[config.mk]
export PLATFORM = sky130hd
export DESIGN_NAME = pipe_stage_reg
export DESIGN_NICKNAME = d
export VERILOG_FILES = /design/src/rtl/pipe_pkg.sv /design/src/rtl/pipe_skid_slot.sv /design/src/rtl/pipe_stage_reg.sv
export SDC_FILE = /design/constraint.sdc
export NUM_CORES = 1
export LEC_CHECK = 0
export BUFFER_PORTS_ARGS = -buffer_cell sky130_fd_sc_hd__buf_2
export CAP_MARGIN = 25
export CORE_MARGIN = 2
export CORE_UTILIZATION = 49
export CTS_BUF_LIST = sky130_fd_sc_hd__clkbuf_2
export DETAILED_ROUTE_END_ITERATION = 8
export GPL_TIMING_DRIVEN = 0
export PLACE_DENSITY = 0.87
export SLEW_MARGIN = 20
export SYNTH_ARGS = -nofsm -noshare
export SYNTH_HDL_FRONTEND = slang
export SYNTH_SLANG_ARGS = --single-unit
[constraint.sdc]
create_clock -name clk -period 3.75 [get_ports clk]
set_input_delay 0.1875 -clock clk [delete_from_list [all_inputs] [get_ports clk]]
set_output_delay 0.1875 -clock clk [all_outputs]
set_load 0.01 [all_outputs]
[src/rtl/pipe_pkg.sv]
// Shared pipeline constants: control-field widths per stage boundary,
// register index and word widths, and the skid-mode occupancy state type.
package pipe_pkg;

  localparam int WB_W      = 2;  // RegWrite, MemtoReg
  localparam int MEM_W     = 3;  // Branch, MemRead, MemWrite
  localparam int EX_W      = 4;  // RegDst, ALUSrc, ALUOp[1:0]
  localparam int REG_IDX_W = 5;
  localparam int WORD_W    = 32;

  // Pipeline boundary a register instance sits on
  typedef enum logic [1:0] {
    STG_IFID  = 2'd0,
    STG_IDEX  = 2'd1,
    STG_EXMEM = 2'd2,
    STG_MEMWB = 2'd3
  } stage_e;

  // Skid-mode occupancy, encoded as {main_v, skid_v}
  typedef enum logic [1:0] {
    SKID_EMPTY = 2'b00,
    SKID_ONE   = 2'b10,
    SKID_FULL  = 2'b11
  } skid_state_e;

  // Control width still carried at a given boundary; IF/ID has no decoded
  // control yet, so it keeps a single bit to leave the port legal.
  function automatic int ctrl_w_for(input stage_e stg);
    int w;
    case (stg)
      STG_IDEX:  w = WB_W + MEM_W + EX_W;
      STG_EXMEM: w = WB_W + MEM_W;
      STG_MEMWB: w = WB_W;
      default:   w = 1;
    endcase
    return w;
  endfunction

endpackage

[src/rtl/pipe_skid_slot.sv]
// One valid+payload storage slot with load and clear. The control field is
// stored zeroed whenever the slot is empty, so a bubble never carries enables;
// the payload only captures on a valid load so X on an idle bus never enters.
module pipe_skid_slot
  import pipe_pkg::*;
#(
  parameter int CTRL_W = WB_W,
  parameter int PAY_W  = 2 * WORD_W + REG_IDX_W
) (
  input  logic              clk,
  input  logic              reset,
  input  logic              load_i,
  input  logic              clear_i,
  input  logic              valid_i,
  input  logic [CTRL_W-1:0] ctrl_i,
  input  logic [PAY_W-1:0]  pay_i,
  output logic              valid_o,
  output logic [CTRL_W-1:0] ctrl_o,
  output logic [PAY_W-1:0]  pay_o
);

  logic              valid_q, valid_d;
  logic [CTRL_W-1:0] ctrl_q, ctrl_d;
  logic [PAY_W-1:0]  pay_q, pay_d;

  // Next-state: clear wins over load; payload moves only with a valid entry
  always_comb begin
    valid_d = valid_q;
    ctrl_d  = ctrl_q;
    pay_d   = pay_q;
    if (clear_i) begin
      valid_d = 1'b0;
      ctrl_d  = {CTRL_W{1'b0}};
    end else if (load_i) begin
      valid_d = valid_i;
      if (valid_i) begin
        ctrl_d = ctrl_i;
        pay_d  = pay_i;
      end else begin
        ctrl_d = {CTRL_W{1'b0}};
      end
    end else begin
      valid_d = valid_q;
    end
  end

  // Slot storage with asynchronous clear to an empty, all-zero entry
  always_ff @(posedge clk or posedge reset) begin
    if (reset) begin
      valid_q <= 1'b0;
      ctrl_q  <= {CTRL_W{1'b0}};
      pay_q   <= {PAY_W{1'b0}};
    end else begin
      valid_q <= valid_d;
      ctrl_q  <= ctrl_d;
      pay_q   <= pay_d;
    end
  end

  assign valid_o = valid_q;
  assign ctrl_o  = ctrl_q;
  assign pay_o   = pay_q;

endmodule

[src/rtl/pipe_stage_reg.sv]
// Pipeline boundary register with valid/ready handshake, flush-to-bubble and
// an optional two-entry skid mode whose in_ready comes straight from a flop.
// Output is always taken from the main slot; the skid slot only buffers the
// one entry accepted while the downstream stalls.
module pipe_stage_reg
  import pipe_pkg::*;
#(
  parameter int CTRL_W = WB_W,
  parameter int DATA_W = 2 * WORD_W,
  parameter int DEST_W = REG_IDX_W,
  parameter int SKID   = 0
) (
  input  logic              clk,
  input  logic              reset,
  input  logic              in_valid,
  output logic              in_ready,
  input  logic [CTRL_W-1:0] in_ctrl,
  input  logic [DATA_W-1:0] in_data,
  input  logic [DEST_W-1:0] in_dest,
  input  logic              flush,
  output logic              out_valid,
  input  logic              out_ready,
  output logic [CTRL_W-1:0] out_ctrl,
  output logic [DATA_W-1:0] out_data,
  output logic [DEST_W-1:0] out_dest,
  output logic [1:0]        occupancy
);

  localparam int PAY_W = DATA_W + DEST_W;

  logic [PAY_W-1:0]  in_pay;
  logic              main_v;
  logic [CTRL_W-1:0] main_ctrl;
  logic [PAY_W-1:0]  main_pay;
  logic [1:0]        occ_q, occ_d;

  assign in_pay = {in_data, in_dest};

  generate
    if (SKID == 0) begin : g_single
      logic main_load;
      logic main_v_d;

      // Plain stage: accept whenever the held entry leaves or there is none
      assign in_ready  = out_ready | ~main_v;
      assign main_load = in_ready;

      // Occupancy follows the main slot's next valid bit
      always_comb begin
        main_v_d = main_v;
        if (flush) begin
          main_v_d = 1'b0;
        end else if (main_load) begin
          main_v_d = in_valid;
        end else begin
          main_v_d = main_v;
        end
        occ_d = {1'b0, main_v_d};
      end

      pipe_skid_slot #(.CTRL_W(CTRL_W), .PAY_W(PAY_W)) u_main (
        .clk     (clk),
        .reset   (reset),
        .load_i  (main_load),
        .clear_i (flush),
        .valid_i (in_valid),
        .ctrl_i  (in_ctrl),
        .pay_i   (in_pay),
        .valid_o (main_v),
        .ctrl_o  (main_ctrl),
        .pay_o   (main_pay)
      );
    end else begin : g_skid
      skid_state_e       state_q, state_d;
      logic              in_ready_q, in_ready_d;
      logic              in_fire, out_fire;
      logic              main_load, main_clr, main_from_skid;
      logic              skid_load, skid_clr;
      logic              skid_v;
      logic [CTRL_W-1:0] skid_ctrl;
      logic [PAY_W-1:0]  skid_pay;
      logic              main_vin;
      logic [CTRL_W-1:0] main_cin;
      logic [PAY_W-1:0]  main_pin;

      assign in_ready = in_ready_q;
      assign in_fire  = in_valid & in_ready_q;
      assign out_fire = main_v & out_ready;

      // Main slot refills either from the skid entry or from the input
      assign main_vin = main_from_skid ? skid_v    : in_valid;
      assign main_cin = main_from_skid ? skid_ctrl : in_ctrl;
      assign main_pin = main_from_skid ? skid_pay  : in_pay;

      // Occupancy FSM: slot control, next state and registered ready/count
      always_comb begin
        state_d        = state_q;
        main_load      = 1'b0;
        main_clr       = 1'b0;
        main_from_skid = 1'b0;
        skid_load      = 1'b0;
        skid_clr       = 1'b0;
        case (state_q)
          SKID_EMPTY: begin
            if (in_fire) begin
              main_load = 1'b1;
              state_d   = SKID_ONE;
            end else begin
              state_d   = SKID_EMPTY;
            end
          end
          SKID_ONE: begin
            if (in_fire && out_fire) begin
              main_load = 1'b1;
              state_d   = SKID_ONE;
            end else if (in_fire) begin
              skid_load = 1'b1;
              state_d   = SKID_FULL;
            end else if (out_fire) begin
              main_clr  = 1'b1;
              state_d   = SKID_EMPTY;
            end else begin
              state_d   = SKID_ONE;
            end
          end
          SKID_FULL: begin
            if (out_fire) begin
              main_load      = 1'b1;
              main_from_skid = 1'b1;
              skid_clr       = 1'b1;
              state_d        = SKID_ONE;
            end else begin
              state_d        = SKID_FULL;
            end
          end
          default: begin
            main_clr = 1'b1;
            skid_clr = 1'b1;
            state_d  = SKID_EMPTY;
          end
        endcase
        // Flush overrides every transfer decided above
        if (flush) begin
          main_load      = 1'b0;
          main_from_skid = 1'b0;
          skid_load      = 1'b0;
          main_clr       = 1'b1;
          skid_clr       = 1'b1;
          state_d        = SKID_EMPTY;
        end else begin
          state_d        = state_d;
        end
        in_ready_d = (state_d != SKID_FULL);
        case (state_d)
          SKID_ONE:  occ_d = 2'd1;
          SKID_FULL: occ_d = 2'd2;
          default:   occ_d = 2'd0;
        endcase
      end

      // FSM state and registered in_ready; ready stays low under reset
      always_ff @(posedge clk or posedge reset) begin
        if (reset) begin
          state_q    <= SKID_EMPTY;
          in_ready_q <= 1'b0;
        end else begin
          state_q    <= state_d;
          in_ready_q <= in_ready_d;
        end
      end

      pipe_skid_slot #(.CTRL_W(CTRL_W), .PAY_W(PAY_W)) u_main (
        .clk     (clk),
        .reset   (reset),
        .load_i  (main_load),
        .clear_i (main_clr),
        .valid_i (main_vin),
        .ctrl_i  (main_cin),
        .pay_i   (main_pin),
        .valid_o (main_v),
        .ctrl_o  (main_ctrl),
        .pay_o   (main_pay)
      );

      pipe_skid_slot #(.CTRL_W(CTRL_W), .PAY_W(PAY_W)) u_skid (
        .clk     (clk),
        .reset   (reset),
        .load_i  (skid_load),
        .clear_i (skid_clr),
        .valid_i (in_valid),
        .ctrl_i  (in_ctrl),
        .pay_i   (in_pay),
        .valid_o (skid_v),
        .ctrl_o  (skid_ctrl),
        .pay_o   (skid_pay)
      );
    end
  endgenerate

  // Registered entry count
  always_ff @(posedge clk or posedge reset) begin
    if (reset) begin
      occ_q <= 2'd0;
    end else begin
      occ_q <= occ_d;
    end
  end

  assign out_valid = main_v;
  assign out_ctrl  = main_ctrl;
  assign out_data  = main_pay[PAY_W-1:DEST_W];
  assign out_dest  = main_pay[DEST_W-1:0];
  assign occupancy = occ_q;

endmodule

==> impl_results.md <==
- Status: finished, final reports clean
- Routed len/inst: 16.6 um
- Tot Pwr: 2.02 mW
- Port bufs: about 150
- Dpl ws: between 1.5 and 2 ns
- LEAKAGE: approximately 2.2 nW
- Final Critical Period: 2.22 ns
- Drt total wl: 7910 um
- Initial DRC count: 63
- Total GRT Usage: ~27%
- Die Footprint: around 6000 um^2
- Final HPWL DP: between 4000 and 5000 um
- Pwr per Cell Area: about 450 nW/um^2
- Post-route setup slack: between 1.5 and 2 ns
- Hold Fails Final Rpt: 0
- Nets: ~480
- Area Growth Syn to Fin: 65.7%
- Post-Synthesis Cells: between 150 and 200
- Most frequent cell after synthesis: dfrtp_1
- Max Slew Vio Count: 0
- Asr flop ratio synth: 100%
- Setup CP Type: reg2reg
- Average cell area after synthesis: 16.7 um^2
- Vias in the first global route: around 2600
- Row count: 27
- Setup total negative slack: 0 ns
- Clock Tree Root: clkbuf_2
- Max H-tree Level: 3
- FF-to-FF path depth: 6
- Synth Register Bits: just over 70
- Layout cell share with drive strength beyond 1: between 50% and 60%
- Area contributors post-synth: dfrtp_1 (66%), mux2_2 (24%), mux2_1 (4.1%)
- Mapped cell area: ~2700 um^2
- Fmax: 451 MHz
- RSZ-0062 raised after global routing: no
- Setup bufs post-CTS: 0
- I/O pin count: approximately 150
- Hold-fix buffers at CTS: 77
- Ant diodes: 0
- Drt first pass iters: 4
- Clock transition at path regs: around 0.20 ns
- Vias: about 2300
- Crit path capture type: flip-flop
- Ys Warns: 0
- Initial Util: about half
- Arrival @ worst endpoint: between 2 and 3 ns
- Clock sink total: 72
- Synth cell types: 14
- Max Root-Sink Buffers: 2
- Maximum vdd drop: approximately 0.35 mV
- # DRC: 0
- Area leader, netlist: dfrtp_1
- Routed Antenna Nets: 0
- Clk Latency, worst-skew pair: just under 0.5 ns
- First-pass GRT wire length: between 10000 and 15000 um
- Max-cap violations: 0
- Most used DFF post-synth: dfrtp_1
- Gr ovfl total: 0
- Initial antenna violation count: 0
- CP Max Fanout: 5
- Die extent in x: ~80 um
- WP data required: ~4.1 ns
- Period utilisation layout: 59.1%
- Post-synthesis sequential area ratio: between 60 and 70%
- CTS tree: done
- EDFF count, synth: 0
- Syn nets: around 240
- Skew final: 0.0235 ns
- Largest net degree at the start of global routing: 40
- Final setup viols: 0
- Post-CTS Resized: 0
- Core outline area: between 5000 and 6000 um^2
- Min-delay worst type: in2async
- Post-synth top cells: dfrtp_1 (72), mux2_2 (59), mux2_1 (10), buf_2 (5), buf_4 (3)
- Type of origin of the critical path: flip-flop
- TritonCTS Buffers: 9
- Chip Height: 78.5 um
- GPL Wtd Cong: between 0.6 and 0.7
- DR vias/cell: 4.82
- Area share of the largest cell type after synthesis: 66.3%
==> worst paths after layout <==
kind / slack, ns / to / startpoint
worst max-delay path: 1.53 / g_single.u_main.ctrl_o[1] / occupancy[0]
min in group clk: 0.43 / g_single.u_main.pay_o[24] / in_data[19]
max in group asynchronous: 2.93 / g_single.u_main.pay_o[39] / reset
worst min-delay path: 0.26 / g_single.u_main.pay_o[48] / reset
worst min register to register: 0.51 / g_single.u_main.pay_o[25] / g_single.u_main.pay_o[25]
worst max register to register: 1.53 / g_single.u_main.ctrl_o[1] / occupancy[0]
==> sequential cells by signal, indices dropped and copies added (netlist names) <==
register / count
occupancy: 1
g_single.u_main.ctrl_o: 2
g_single.u_main.pay_o: 69
==> logic make-up after synthesis <==
group,Yosys count,synth area share (%)
flops,72,66.3
simple gates,8,2.12
compound gates,2,0.369
other cells,1,0.138
buf+inv,11,2.44
mux,69,28.6
==> power by group <==
| group | switching, mW | total (mW) | leakage (nW) | internal [mW] |
|---|---|---|---|---|
| clock network | 0.271 | 0.553 | 0.0870 | 0.282 |
| logic | 0.221 | 0.497 | 1.27 | 0.276 |
| registers | 0.0694 | 0.973 | 0.851 | 0.904 |
| total | 0.562 | 2.02 | 2.20 | 1.46 |
==> metrics by stage <==
step,util [%],hold slack [ns],area [um^2],cells
floorplan,-,0.251,2720,163
global placement,65.3,0.403,3550,384
detailed placement,65.7,0.229,3570,385
CTS,82.7,0.194,4500,478
global route,82.7,0.255,4500,478
finish,82.7,0.262,4500,478
==> layer usage <==
| layer | GRT usage, % | routed length, um |
|---|---|---|
| met1 | 28.6 | 2940 |
| met2 | 49.9 | 4250 |
| met3 | 5.98 | 493 |
| met4 | 12.8 | 229 |
| met5 | 0 | 0 |
==> layout make-up <==
type	instances	area, um^2
Tap cell	72	90.1
Sequential cell	72	1800
Timing Repair Buffer	227	1540
Clock inverter	7	110
Multi-Input combinational cell	80	848
Inverter	2	10.0
Buffer	9	58.8
Clock buffer	9	45.0
Fill cell	301	938
==> placed cells by master, fill, tap and decap left out, types with 2 or more instances in the layout <==
master | Yosys | routed
clkbuf_2 | 0 | 9
a21oi_1 | 2 | 2
buf_4 | 3 | 3
nand3_1 | 2 | 2
mux2_1 | 10 | 10
dfrtp_1 | 72 | 72
dlygate4sd3_1 | 0 | 77
nand2_1 | 2 | 2
clkinv_1 | 0 | 2
bufinv_16 | 0 | 3
nor2_1 | 2 | 2
buf_2 | 5 | 154
mux2_2 | 59 | 59
==> critical path: stages (launching register included) <==
cell           delay, ns
dfrtp_1             0.46
nor2b_4             0.26
inv_1               0.11
nand3_1             0.10
dlygate4sd3_1       0.56
a21oi_1             0.07
dlygate4sd3_1       0.56
Power figures use the tool's default switching activity.
